## src/rtl/wb_write_sequencer_if.sv

```systemverilog
// MEM/WB pipeline register fields consumed by the write-back sequencer,
// together with the GPR/CPR write ports and stall signals it produces.
interface wb_write_sequencer_if #(
    parameter int DATA_W = 32,
    parameter int GPR_AW = 5,
    parameter int CPR_AW = 4,
    parameter int CNT_W  = 16
);
    logic              mem_to_reg;
    logic              reg_write_en;
    logic              b;
    logic              jal;
    logic [GPR_AW-1:0] write_register;
    logic [DATA_W-1:0] cache_data_out;
    logic [DATA_W-1:0] alu_result;
    logic [DATA_W-1:0] PC;
    logic              reg_write_en_C;
    logic              complex;
    logic [CPR_AW-1:0] complex_write_register;
    logic [CPR_AW-1:0] complex_write_register2;
    logic              mem_to_reg_C;
    logic [DATA_W-1:0] mem_data1_out_C;
    logic [DATA_W-1:0] mem_data2_out_C;
    logic [DATA_W-1:0] alu_result2;

    logic              gpr_we;
    logic [GPR_AW-1:0] gpr_waddr;
    logic [DATA_W-1:0] gpr_wdata;
    logic              cpr_we;
    logic [CPR_AW-1:0] cpr_waddr;
    logic [DATA_W-1:0] cpr_wdata;
    logic              stall_o;
    logic [CNT_W-1:0]  stall_cnt;

    // Pipeline side: drives the MEM/WB fields and observes the write ports.
    modport master (
        output mem_to_reg, reg_write_en, b, jal, write_register, cache_data_out,
               alu_result, PC, reg_write_en_C, complex, complex_write_register,
               complex_write_register2, mem_to_reg_C, mem_data1_out_C,
               mem_data2_out_C, alu_result2,
        input  gpr_we, gpr_waddr, gpr_wdata, cpr_we, cpr_waddr, cpr_wdata,
               stall_o, stall_cnt
    );

    // Sequencer side.
    modport slave (
        input  mem_to_reg, reg_write_en, b, jal, write_register, cache_data_out,
               alu_result, PC, reg_write_en_C, complex, complex_write_register,
               complex_write_register2, mem_to_reg_C, mem_data1_out_C,
               mem_data2_out_C, alu_result2,
        output gpr_we, gpr_waddr, gpr_wdata, cpr_we, cpr_waddr, cpr_wdata,
               stall_o, stall_cnt
    );
endinterface

```

## src/rtl/wb_write_sequencer.sv

```systemverilog
// Write-back stage: drives the GPR write port and serializes two-destination
// complex results over the single CPR write port, stalling upstream once.
module wb_write_sequencer #(
    parameter int DATA_W = 32,
    parameter int GPR_AW = 5,
    parameter int CPR_AW = 4,
    parameter int CNT_W  = 16
) (
    input logic                  clk,
    input logic                  rst_b,
    wb_write_sequencer_if.slave  bus
);
    localparam logic [GPR_AW-1:0] LINK_REG = '1;
    localparam logic [CNT_W-1:0]  CNT_MAX  = '1;

    typedef enum logic {IDLE, SECOND} state_t;

    state_t            state;
    state_t            state_next;
    logic              cpr_req;
    logic              need2;
    logic [DATA_W-1:0] word1;
    logic [DATA_W-1:0] word2;
    logic              gpr_we_next;
    logic [GPR_AW-1:0] gpr_addr_sel;
    logic [DATA_W-1:0] gpr_data_sel;
    logic [CPR_AW-1:0] hold_addr;
    logic [DATA_W-1:0] hold_data;

    // Decode the pipeline fields into the candidate GPR and CPR writes.
    always_comb begin
        cpr_req      = bus.complex & bus.reg_write_en_C;
        need2        = cpr_req & (bus.complex_write_register2 != bus.complex_write_register);
        word1        = bus.mem_to_reg_C ? bus.mem_data1_out_C : bus.alu_result;
        word2        = bus.mem_to_reg_C ? bus.mem_data2_out_C : bus.alu_result2;
        gpr_addr_sel = bus.jal ? LINK_REG : bus.write_register;
        gpr_data_sel = bus.jal ? (bus.PC + DATA_W'(4))
                               : (bus.mem_to_reg ? bus.cache_data_out : bus.alu_result);
        gpr_we_next  = bus.reg_write_en & ~bus.b & (gpr_addr_sel != '0);
    end

    // Next state and upstream stall; stall is held low while reset is asserted.
    always_comb begin
        state_next  = state;
        bus.stall_o = 1'b0;
        case (state)
            IDLE: begin
                if (need2) begin
                    bus.stall_o = rst_b;
                    state_next  = SECOND;
                end
            end
            SECOND: begin
                state_next = IDLE;
            end
            default: state_next = IDLE;
        endcase
    end

    // State register.
    always_ff @(posedge clk or negedge rst_b) begin
        if (!rst_b) state <= IDLE;
        else        state <= state_next;
    end

    // Registered GPR and CPR write ports; SECOND replays the held second word.
    always_ff @(posedge clk or negedge rst_b) begin
        if (!rst_b) begin
            bus.gpr_we    <= 1'b0;
            bus.gpr_waddr <= '0;
            bus.gpr_wdata <= '0;
            bus.cpr_we    <= 1'b0;
            bus.cpr_waddr <= '0;
            bus.cpr_wdata <= '0;
        end else if (state == SECOND) begin
            bus.gpr_we    <= 1'b0;
            bus.cpr_we    <= 1'b1;
            bus.cpr_waddr <= hold_addr;
            bus.cpr_wdata <= hold_data;
        end else begin
            bus.gpr_we    <= gpr_we_next;
            bus.gpr_waddr <= gpr_addr_sel;
            bus.gpr_wdata <= gpr_data_sel;
            if (cpr_req) begin
                bus.cpr_we    <= 1'b1;
                bus.cpr_waddr <= bus.complex_write_register;
                bus.cpr_wdata <= need2 ? word1 : word2;
            end else begin
                bus.cpr_we <= 1'b0;
            end
        end
    end

    // Capture the second destination and word when a dual write begins.
    always_ff @(posedge clk or negedge rst_b) begin
        if (!rst_b) begin
            hold_addr <= '0;
            hold_data <= '0;
        end else if ((state == IDLE) && need2) begin
            hold_addr <= bus.complex_write_register2;
            hold_data <= word2;
        end
    end

    // Saturating count of stalled cycles.
    always_ff @(posedge clk or negedge rst_b) begin
        if (!rst_b)                                  bus.stall_cnt <= '0;
        else if (bus.stall_o && bus.stall_cnt != CNT_MAX) bus.stall_cnt <= bus.stall_cnt + CNT_W'(1);
    end
endmodule

```

## src/flat_wrapper.sv

```systemverilog
// flat-port wrapper written by rule: the top's interface ports become plain ports
module wb_write_sequencer_flat 
#(
    parameter int DATA_W = 32,
    parameter int GPR_AW = 5,
    parameter int CPR_AW = 4,
    parameter int CNT_W  = 16
)
  (clk, rst_b, bus_mem_to_reg, bus_reg_write_en, bus_b, bus_jal, bus_write_register, bus_cache_data_out, bus_alu_result, bus_PC, bus_reg_write_en_C, bus_complex, bus_complex_write_register, bus_complex_write_register2, bus_mem_to_reg_C, bus_mem_data1_out_C, bus_mem_data2_out_C, bus_alu_result2, bus_gpr_we, bus_gpr_waddr, bus_gpr_wdata, bus_cpr_we, bus_cpr_waddr, bus_cpr_wdata, bus_stall_o, bus_stall_cnt);
  wb_write_sequencer_if #(.DATA_W(DATA_W), .GPR_AW(GPR_AW), .CPR_AW(CPR_AW), .CNT_W(CNT_W)) bus_i ();
  input logic clk;
  input logic rst_b;
  input wire logic [$bits(bus_i.mem_to_reg)-1:0] bus_mem_to_reg;
  input wire logic [$bits(bus_i.reg_write_en)-1:0] bus_reg_write_en;
  input wire logic [$bits(bus_i.b)-1:0] bus_b;
  input wire logic [$bits(bus_i.jal)-1:0] bus_jal;
  input wire logic [$bits(bus_i.write_register)-1:0] bus_write_register;
  input wire logic [$bits(bus_i.cache_data_out)-1:0] bus_cache_data_out;
  input wire logic [$bits(bus_i.alu_result)-1:0] bus_alu_result;
  input wire logic [$bits(bus_i.PC)-1:0] bus_PC;
  input wire logic [$bits(bus_i.reg_write_en_C)-1:0] bus_reg_write_en_C;
  input wire logic [$bits(bus_i.complex)-1:0] bus_complex;
  input wire logic [$bits(bus_i.complex_write_register)-1:0] bus_complex_write_register;
  input wire logic [$bits(bus_i.complex_write_register2)-1:0] bus_complex_write_register2;
  input wire logic [$bits(bus_i.mem_to_reg_C)-1:0] bus_mem_to_reg_C;
  input wire logic [$bits(bus_i.mem_data1_out_C)-1:0] bus_mem_data1_out_C;
  input wire logic [$bits(bus_i.mem_data2_out_C)-1:0] bus_mem_data2_out_C;
  input wire logic [$bits(bus_i.alu_result2)-1:0] bus_alu_result2;
  output wire logic [$bits(bus_i.gpr_we)-1:0] bus_gpr_we;
  output wire logic [$bits(bus_i.gpr_waddr)-1:0] bus_gpr_waddr;
  output wire logic [$bits(bus_i.gpr_wdata)-1:0] bus_gpr_wdata;
  output wire logic [$bits(bus_i.cpr_we)-1:0] bus_cpr_we;
  output wire logic [$bits(bus_i.cpr_waddr)-1:0] bus_cpr_waddr;
  output wire logic [$bits(bus_i.cpr_wdata)-1:0] bus_cpr_wdata;
  output wire logic [$bits(bus_i.stall_o)-1:0] bus_stall_o;
  output wire logic [$bits(bus_i.stall_cnt)-1:0] bus_stall_cnt;
  assign bus_i.mem_to_reg = bus_mem_to_reg;
  assign bus_i.reg_write_en = bus_reg_write_en;
  assign bus_i.b = bus_b;
  assign bus_i.jal = bus_jal;
  assign bus_i.write_register = bus_write_register;
  assign bus_i.cache_data_out = bus_cache_data_out;
  assign bus_i.alu_result = bus_alu_result;
  assign bus_i.PC = bus_PC;
  assign bus_i.reg_write_en_C = bus_reg_write_en_C;
  assign bus_i.complex = bus_complex;
  assign bus_i.complex_write_register = bus_complex_write_register;
  assign bus_i.complex_write_register2 = bus_complex_write_register2;
  assign bus_i.mem_to_reg_C = bus_mem_to_reg_C;
  assign bus_i.mem_data1_out_C = bus_mem_data1_out_C;
  assign bus_i.mem_data2_out_C = bus_mem_data2_out_C;
  assign bus_i.alu_result2 = bus_alu_result2;
  assign bus_gpr_we = bus_i.gpr_we;
  assign bus_gpr_waddr = bus_i.gpr_waddr;
  assign bus_gpr_wdata = bus_i.gpr_wdata;
  assign bus_cpr_we = bus_i.cpr_we;
  assign bus_cpr_waddr = bus_i.cpr_waddr;
  assign bus_cpr_wdata = bus_i.cpr_wdata;
  assign bus_stall_o = bus_i.stall_o;
  assign bus_stall_cnt = bus_i.stall_cnt;
  wb_write_sequencer #(.DATA_W(DATA_W), .GPR_AW(GPR_AW), .CPR_AW(CPR_AW), .CNT_W(CNT_W)) u_core (.clk(clk), .rst_b(rst_b), .bus(bus_i));
endmodule
```

## config.mk

```make
export PLATFORM = sky130hd
export DESIGN_NAME = wb_write_sequencer_flat
export DESIGN_NICKNAME = d
export VERILOG_FILES = /design/src/rtl/wb_write_sequencer_if.sv /design/src/rtl/wb_write_sequencer.sv /design/src/flat_wrapper.sv
export SDC_FILE = /design/constraint.sdc
export NUM_CORES = 1
export LEC_CHECK = 0
export ABC_AREA = 1
export BUFFER_PORTS_ARGS = -buffer_cell sky130_fd_sc_hd__buf_4
export CAP_MARGIN = 20
export CORE_MARGIN = 2
export CORE_UTILIZATION = 50
export DETAILED_ROUTE_END_ITERATION = 8
export MAX_ROUTING_LAYER = met4
export PLACE_DENSITY_LB_ADDON = 0.25
export SLEW_MARGIN = 40
export SYNTH_ARGS = -nofsm -noshare
export SYNTH_HDL_FRONTEND = slang
export SYNTH_SLANG_ARGS = --single-unit
```

## constraint.sdc

```tcl
create_clock -name clk -period 2.32 [get_ports clk]
set_input_delay 0.348 -clock clk [delete_from_list [all_inputs] [get_ports clk]]
set_output_delay 0.348 -clock clk [all_outputs]
set_load 0.005 [all_outputs]
```

==> results of run 1 <==
## where the power goes
group | leakage (nW) | switching, W | internal (W)
sequential | 1.52 | 0.000252 | 0.00260
combinational | 3.82 | 0.000868 | 0.000973
clock | 0.286 | 0.00102 | 0.00172
total | 5.62 | 0.00214 | 0.00530
## cells by family after synthesis
kind of cell	after synthesis
fa+ha+maj	2
simple gates	556
flops	128
compound gates	205
xor+xnor	9
buf+inv	119
mux	57
## worst max-delay path, delay by kind of cell, from the launching register on
family | cells | cell delay (ns)
buf+inv | 1 | 0.21
flops | 1 | 0.62
simple gates | 1 | 0.53
## state kept, by name, summed over array words and instances (netlist names)
signal and flops:
u_core.bus.stall_cnt 16, u_core.bus.gpr_waddr 5, u_core.bus.cpr_waddr 4, u_core.state 1, u_core.bus.gpr_we 1, u_core.bus.gpr_wdata 32
u_core.bus.cpr_we 1, u_core.bus.cpr_wdata 32, u_core.hold_addr 4, u_core.hold_data 32
## cell usage in the layout, fill, tap and decap left out, drive strengths merged, types with 4 or more instances in the layout
master,instances
o21a,34
nand3,55
o22ai,4
o21bai,32
clkinv,4
a22o,7
nor3,4
o211ai,4
a31oi,11
o21ai,57
nand2,389
clkbuf,19
inv,64
a21oi,54
xor2,6
nand4,7
mux2,25
dfrtp,128
mux2i,32
buf,323
clkinvlp,4
nor2,93
## per-layer routing
layer	routed length, um	global-route usage [%]
met5	0	-
met4	1000	13.7
met3	2190	6.28
met2	13300	55.9
met1	11000	41.7
## layout make-up
cell class	count	area, um^2
Multi-Input combinational cell	829	4210
Clock inverter	13	161
Timing Repair Buffer	323	2480
Sequential cell	128	3200
Fill cell	1322	4320
Tap cell	211	264
Clock buffer	19	443
Inverter	62	233
## metrics by stage
| stage | area, um^2 | hold WS [ns] | power (W) | worst slack [ns] |
|---|---|---|---|---|
| final | 11000 | 0.0672 | 0.00744 | 0.197 |
| after global routing | 11000 | 0.109 | 0.00778 | 0.150 |
| after CTS | 11000 | 0.0771 | 0.00746 | 0.198 |
| after detailed placement | 10400 | 0.473 | 0.00471 | 0.461 |
| after global placement | 10400 | 0.471 | 0.00466 | 0.492 |
| after floorplan | 7880 | 0.0524 | 0.00366 | 0.634 |
## how the worst min path moves through the flow
stage	start	end	slack (ns)	cells after the start
floorplan	rst_b	u_core.bus.cpr_waddr[0]	0.05	0
global placement	u_core.bus.gpr_waddr[4]	u_core.bus.gpr_waddr[4]	0.47	2
detailed placement	u_core.bus.gpr_waddr[4]	u_core.bus.gpr_waddr[4]	0.47	2
CTS	rst_b	u_core.hold_addr[0]	0.08	2
global route	rst_b	u_core.hold_addr[3]	0.11	2
finish	rst_b	u_core.hold_addr[3]	0.07	2
==> flow_summary.toml, run 1 <==
[outcome]
outcome = "completed"

[critical_path]
reg2reg_to = "u_core.bus.stall_cnt[8]"
required_ns = 1.97
r2r_start = "u_core.bus.stall_cnt[1]"
slowest_stage = "dfrtp_2"
slowest_delay_ns = 0.62
cp-start-kind = "flop"
crit_end = "bus_stall_o"
crit_type = "flop to primary output"
ff2ff_path_depth = 7
endpoint_kind = "primary output"
ff2ff_setup_slack_ns = 0.48
cp-startpoint = "u_core.state"
crit_arrival_ns = 1.77
worstPathCellList = "nor2_2, buf_4"
cp_max_fo = 24

[cts]
cts_buffer_depth = 2
clock_latency_ns = 0.41
numCtsBuffers = 17
cts_resized = 0
clock-sinks = 128
htreeDepth = 4
post_cts_buffers = 0
cts_tree = "done"
hold_buffers = 0
clk_pin_slew_ns = 0.06
cts-root-buf = "clkbuf_16"

[placement]
post-place-cells = 1553
detailed_place_hpwl_um = 20500
numPortBuffers = 305
place.gp.congestion = 0.948

[yosys]
yosys_warnings = 0
synth.area.top_cells = "dfrtp_1, nand2_1, nor2_1"
synth_cells = 1076
synth_edf_count = 0
synth-compound-area-share_pct = 15.9
ys_seq_elements = 128
synthAdderAreaFrac_pct = 0.317
avgSynthCellArea_um2 = 7.33
synthTopCellsByCount = "nand2_1, dfrtp_1, nor2_1"
synthFlopType = "dfrtp_1"
synth_top_family_by_area = "simple AND/OR/NAND/NOR gates"
synth.largest_area_cell = "dfrtp_1"
yosys.area_share.simple_pct = 28.5
post-synth-top-count-cell = "nand2_1"
synthMuxAreaShare_pct = 7.63
syn-num-nets = 1292
ys_types = 34
synth_area_um2 = 7880
synth_seq_area_share_pct = 40.6
synth_top_area_share_pct = 40.6
synth_xor_area_share_pct = 1.00
async_flop_share_pct = 100

[grt]
grt_pass1_wl_um = 42500
grt_max_degree = 129
grt_use_total_pct = 34.1
grt_pass1_vias = 8140
antenna_found_initial = 0
grt.overflow.total = 0

[drt]
routed_wl_um = 27500
drtIter0Drc = 566
routedWlPerCell_um = 17.4
via_per_inst = 5.36
drt.antenna.violating_nets = 0
num_vias = 8500
remaining_drc_errors = 0
first_pass_iters = 5

[die]
die_w_um = 130
std_cell_rows = 45
die_y_um = 130
fp.coreArea_um2 = 15300
ioPinCount = 306
die-area_um2 = 16800
start_util_pct = 51.5

[timing]
rsz0062_at_grt = "no"
maxSlewHeadroom_pct = 54.5
max_freq_ghz = 0.471
clock_skew_ns = 0.00707
fin_crit_sh_pct = 91.5
final-hold-violation-count = 0
worstMarginPinSlew_ns = 0.682
period_needed_ns = 2.12
setup_tns_ns = 0
finalSetupViolations = 0
slew_violations = 0

[power_and_ir_drop]
power.density_nw_per_um2 = 676
ir_drop_mv = 0.556
p_leak_nw = 5.62

[cells_and_area]
drive_gt1_share_pct = 28.5
nNetsFinal = 1577
final_core_util_pct = 71.8
syn_to_final_growth_pct = 39.5
layout.cells.non_filler = 1585
antenna_cells = 0

[min_path]
hp-class = "input port to asynchronous set/reset pin"

[run]
maxCapViolCount = 0
(Power assumes the default switching activity.)
==> run 2, diff against run 1 <==
--- a/config.mk
+++ b/config.mk
@@ -12,7 +12,7 @@
 export CORE_UTILIZATION = 50
 export DETAILED_ROUTE_END_ITERATION = 8
 export MAX_ROUTING_LAYER = met4
-export PLACE_DENSITY_LB_ADDON = 0.25
+export PLACE_DENSITY = 0.87
 export SLEW_MARGIN = 40
 export SYNTH_ARGS = -nofsm -noshare
 export SYNTH_HDL_FRONTEND = slang
==> flow_summary.toml, run 2 (synthesized netlist as in run 1, its figures left out) <==
[outcome]
outcome = "completed"

[cts]
hold_buffers = 0
cts_buffer_depth = 2
post_cts_buffers = 0
cts-root-buf = "clkbuf_16"
htreeDepth = 4
clock_latency_ns = 0.42
clk_pin_slew_ns = 0.05
numCtsBuffers = 17
clock-sinks = 128
cts_resized = 0
cts_tree = "done"

[cells_and_area]
final_common_cell = "nand2_1"
design_area_um2 = 10900
layout.cells.non_filler = 1582
antenna_cells = 0
nNetsFinal = 1577
layout_common_cells = "nand2_1, buf_4, dfrtp_1"
reg_top3 = "u_core.bus.cpr_wdata (32), u_core.bus.gpr_wdata (32), u_core.hold_data (32)"
drive_gt1_share_pct = 28.2
syn_to_final_growth_pct = 38.8

[die]
fp.coreArea_um2 = 15300
die_w_um = 130
die_y_um = 130
ioPinCount = 306
start_util_pct = 51.5
die-area_um2 = 16800
std_cell_rows = 45

[drt]
drt.antenna.violating_nets = 0
remaining_drc_errors = 0
drtIter0Drc = 736
first_pass_iters = 6
routedWlPerCell_um = 17.8
num_vias = 8697
via_per_inst = 5.50
routed_wl_um = 28100

[power_and_ir_drop]
p_int_w = 0.00511
p_seq_share_pct = 39.8
power.total_w = 0.00720
swShare_pct = 29.0
p_leak_nw = 5.60
combinationalPowerShare_pct = 25.7
p_sw_w = 0.00209
clock_power_share_pct = 34.4
power.density_nw_per_um2 = 658
ir_drop_mv = 0.500

[placement]
post-place-cells = 1553
numPortBuffers = 305
dp_slack_ns = 0.457
place.gp.congestion = 0.986
detailed_place_hpwl_um = 20900
placed_cell_area_um2 = 10400

[critical_path]
cp-start-kind = "flop"
ff2ff_path_depth = 7
slowest_stage = "dfrtp_2"
crit_family = "flip-flops"
cp_num_buf_inv = 1
required_ns = 1.97
endpoint_kind = "primary output"
ff2ff_setup_slack_ns = 0.54
worstPathCellList = "nor2_2, buf_4"
cp_max_fo = 14
crit_type = "flop to primary output"
r2r_start = "u_core.bus.stall_cnt[0]"
crit_arrival_ns = 1.53
slowest_delay_ns = 0.53
reg2reg_to = "u_core.bus.stall_cnt[8]"

[timing]
finalWorstSetupSlack_ns = 0.440
fin_crit_sh_pct = 81.1
finalSetupViolations = 0
setup_tns_ns = 0
slew_violations = 0
period_needed_ns = 1.88
worstMarginPinSlew_ns = 0.732
maxSlewHeadroom_pct = 51.2
clock_skew_ns = 0.00865
max_freq_ghz = 0.532
rsz0062_at_grt = "no"
final-hold-violation-count = 0

[grt]
grt_max_degree = 129
grt_pass1_wl_um = 43100
grt_use_total_pct = 34.9
antenna_found_initial = 0
grt_pass1_vias = 8279
grt.overflow.total = 0

[min_path]
hp-class = "input port to asynchronous set/reset pin"

[run]
maxCapViolCount = 0
[run 2: power groups by stage]
| stage | clock [W] | combinational [W] | sequential (W) |
|---|---|---|---|
| after floorplan | 0 | 0.000812 | 0.00285 |
| after CTS | 0.00249 | 0.00185 | 0.00286 |
| after global placement | 0 | 0.00178 | 0.00288 |
| after detailed placement | 0 | 0.00184 | 0.00288 |
| after global routing | 0.00259 | 0.00202 | 0.00290 |
| final | 0.00248 | 0.00185 | 0.00287 |
[run 2: worst reg2reg max path, cell delays in order (launching register included)]
cell     delay [ns]
dfrtp_1        0.41
ha_1           0.22
nand3_2        0.13
nor3_4         0.21
nand4_4        0.31
nand2_4        0.30
nand2_1        0.08
nand2_1        0.07
[run 2: layout make-up]
class                      instances  area (um^2)
timing repair buffer             323         2490
clock buffer                      23          478
inverter                          62          233
fill                            1280         4370
clock inverter                     6         60.1
sequential                       128         3200
tap                              211          264
multi-input combinational        829         4210
[run 2: worst max path at each step]
stage / endpoint / slack [ns] / depth (start not counted) / startpoint
2_1_floorplan: u_core.bus.stall_cnt[6] / 0.63 / 7 / u_core.bus.stall_cnt[0]
3_3_place_gp: u_core.bus.gpr_wdata[22] / 0.54 / 10 / bus_PC[2]
3_5_place_dp: u_core.bus.gpr_wdata[26] / 0.46 / 10 / bus_PC[2]
4_1_cts: bus_stall_o / 0.45 / 2 / u_core.state
5_1_grt: u_core.bus.stall_cnt[9] / 0.39 / 7 / u_core.bus.stall_cnt[0]
6_report: bus_stall_o / 0.44 / 2 / u_core.state
[run 2: metal layers]
metal  up-vias  part of all wire [%]  track usage [%]  wire length, um
li1       4096                     -                -                -
met1      3999                    38             40.8            10600
met2       491                    48             55.2            13400
met3       111                   9.0             7.84             2530
met4         0                   5.8             20.4             1640
met5         -                     0                -                0
[run 2: per-stage QoR]
step                      hold slack (ns)  util, %
after floorplan                    0.0524        -
final                              0.0386     71.4
after global placement              0.473     67.9
after CTS                           0.103     71.4
after global routing                0.129     71.4
after detailed placement            0.475     67.9
==> run 3, diff against run 2 <==
==> constraint.sdc (replaced) <==
create_clock -name clk -period 1.8 [get_ports clk]
set_input_delay 0.27 -clock clk [delete_from_list [all_inputs] [get_ports clk]]
set_output_delay 0.27 -clock clk [all_outputs]
set_load 0.005 [all_outputs]
==> flow_summary.toml, run 3 (synthesized netlist as in run 1, its figures left out) <==
[timing]
maxSlewHeadroom_pct = 52.2
finalSetupViolations = 0
fin_crit_sh_pct = 91.6
setup_tns_ns = 0
final-hold-violation-count = 6
rsz0062_at_grt = "no"
clock_skew_ns = 0.00516
slew_violations = 0
period_needed_ns = 1.65
max_freq_ghz = 0.607
worstMarginPinSlew_ns = 0.716
holdWs_ns = -0.0246

[placement]
post-place-cells = 1576
detailed_place_hpwl_um = 21300
numPortBuffers = 305
place.gp.congestion = 0.922

[cells_and_area]
layout_common_cells = "nand2_1, buf_4, dfrtp_1"
reg_top3 = "u_core.bus.cpr_wdata (32), u_core.bus.gpr_wdata (32), u_core.hold_data (32)"
syn_to_final_growth_pct = 42.0
final_common_cell = "nand2_1"
multi_input_area_um2 = 4220
fillers = 1207
nNetsFinal = 1600
drive_gt1_share_pct = 29.8
layout.cells.non_filler = 1608
final_core_util_pct = 73.1
ff_latch_area_um2 = 3200
antenna_cells = 0

[drt]
routed_wl_um = 28500
via_per_inst = 5.42
first_pass_iters = 5
routedWlPerCell_um = 17.8
wl_met3_um = 2470
wl_met2_um = 13900
drt.antenna.violating_nets = 0
top_layer_used = "met4"
wirelength_met1_um = 11000
drtIter0Drc = 737
remaining_drc_errors = 0
num_vias = 8710

[die]
std_cell_rows = 45
die_w_um = 130
die_y_um = 130
ioPinCount = 306
fp.coreArea_um2 = 15300
start_util_pct = 51.5
die-area_um2 = 16800

[cts]
clock_latency_ns = 0.42
numCtsBuffers = 17
htreeDepth = 4
cts_buffer_depth = 2
cts-root-buf = "clkbuf_16"
clock-sinks = 128
clk_pin_slew_ns = 0.06
cts_tree = "done"

[critical_path]
endpoint_kind = "primary output"
crit_arrival_ns = 1.38
cp_max_fo = 12
ff2ff_path_depth = 9
required_ns = 1.53
cp-startpoint = "u_core.state"
crit_type = "flop to primary output"
cp-start-kind = "flop"
r2r_start = "u_core.bus.stall_cnt[6]"

[power_and_ir_drop]
ir_drop_mv = 0.707
swShare_pct = 29.8
p_int_w = 0.00667
p_sw_w = 0.00283
combinationalPowerShare_pct = 25.9
p_leak_nw = 5.75
p_seq_share_pct = 38.8
clock_power_share_pct = 35.3
power.density_nw_per_um2 = 849

[outcome]
outcome = "finished with violations"
violations = "hold timing"

[grt]
grt_pass1_vias = 8429
grt_max_degree = 129
grt.overflow.total = 0
grt_pass1_wl_um = 43400
antenna_found_initial = 0
grt_use_total_pct = 35.2

[run]
maxCapViolCount = 0

[min_path]
hp-class = "input port to asynchronous set/reset pin"
run 3: stage by stage:
stage / power, W / instance area [um^2] / setup WS, ns
5_1_grt: 0.00993 / 11200 / 0.0333
3_5_place_dp: 0.00614 / 10600 / 0.0934
4_1_cts: 0.00950 / 11200 / 0.0349
3_3_place_gp: 0.00606 / 10600 / 0.143
6_report: 0.00950 / 11200 / 0.152
2_1_floorplan: 0.00472 / 7880 / 0.114
run 3: repair_timing:
action	CTS	global route
hold buffers	0	0
endpoints found under the setup margin	0	1
resized for setup	0	1
buffers inserted	0	0
run 3: routing by layer:
| layer | up-vias | GRT usage (%) |
|---|---|---|
| li1 | 4153 | - |
| met1 | 4038 | 40.8 |
| met5 | - | - |
| met3 | 84 | 8.55 |
| met4 | 0 | 15.0 |
| met2 | 435 | 58.4 |
run 3: power groups by stage:
stage | clock network, W | registers [W] | logic (W)
floorplan | 0 | 0.00368 | 0.00105
global placement | 0 | 0.00370 | 0.00237
detailed placement | 0 | 0.00371 | 0.00243
CTS | 0.00337 | 0.00367 | 0.00246
global route | 0.00352 | 0.00373 | 0.00268
finish | 0.00335 | 0.00368 | 0.00246
run 3: layout make-up:
type	count	share of cell area, %
Clock buffer	20	4.17
Clock inverter	12	0.961
Inverter	62	2.08
Multi-Input combinational cell	829	37.7
Sequential cell	128	28.6
Tap cell	211	2.36
Timing Repair Buffer	346	24.1
run 3: critical path, cell delays in order, from the launching register on:
cell	delay, ns
dfrtp_2	0.53
nor2_4	0.27
buf_4	0.16
run 3: worst paths after layout:
| check | slack [ns] | to |
|---|---|---|
| setup / recovery | 0.15 | bus_stall_o |
| hold / removal | -0.02 | u_core.bus.cpr_wdata[6] |
| setup reg to reg | 0.17 | u_core.bus.stall_cnt[13] |
| hold reg to reg | 0.49 | u_core.hold_data[29] |
| max in group asynchronous | 1.28 | u_core.state |
| min in group clk | 0.10 | u_core.hold_addr[0] |
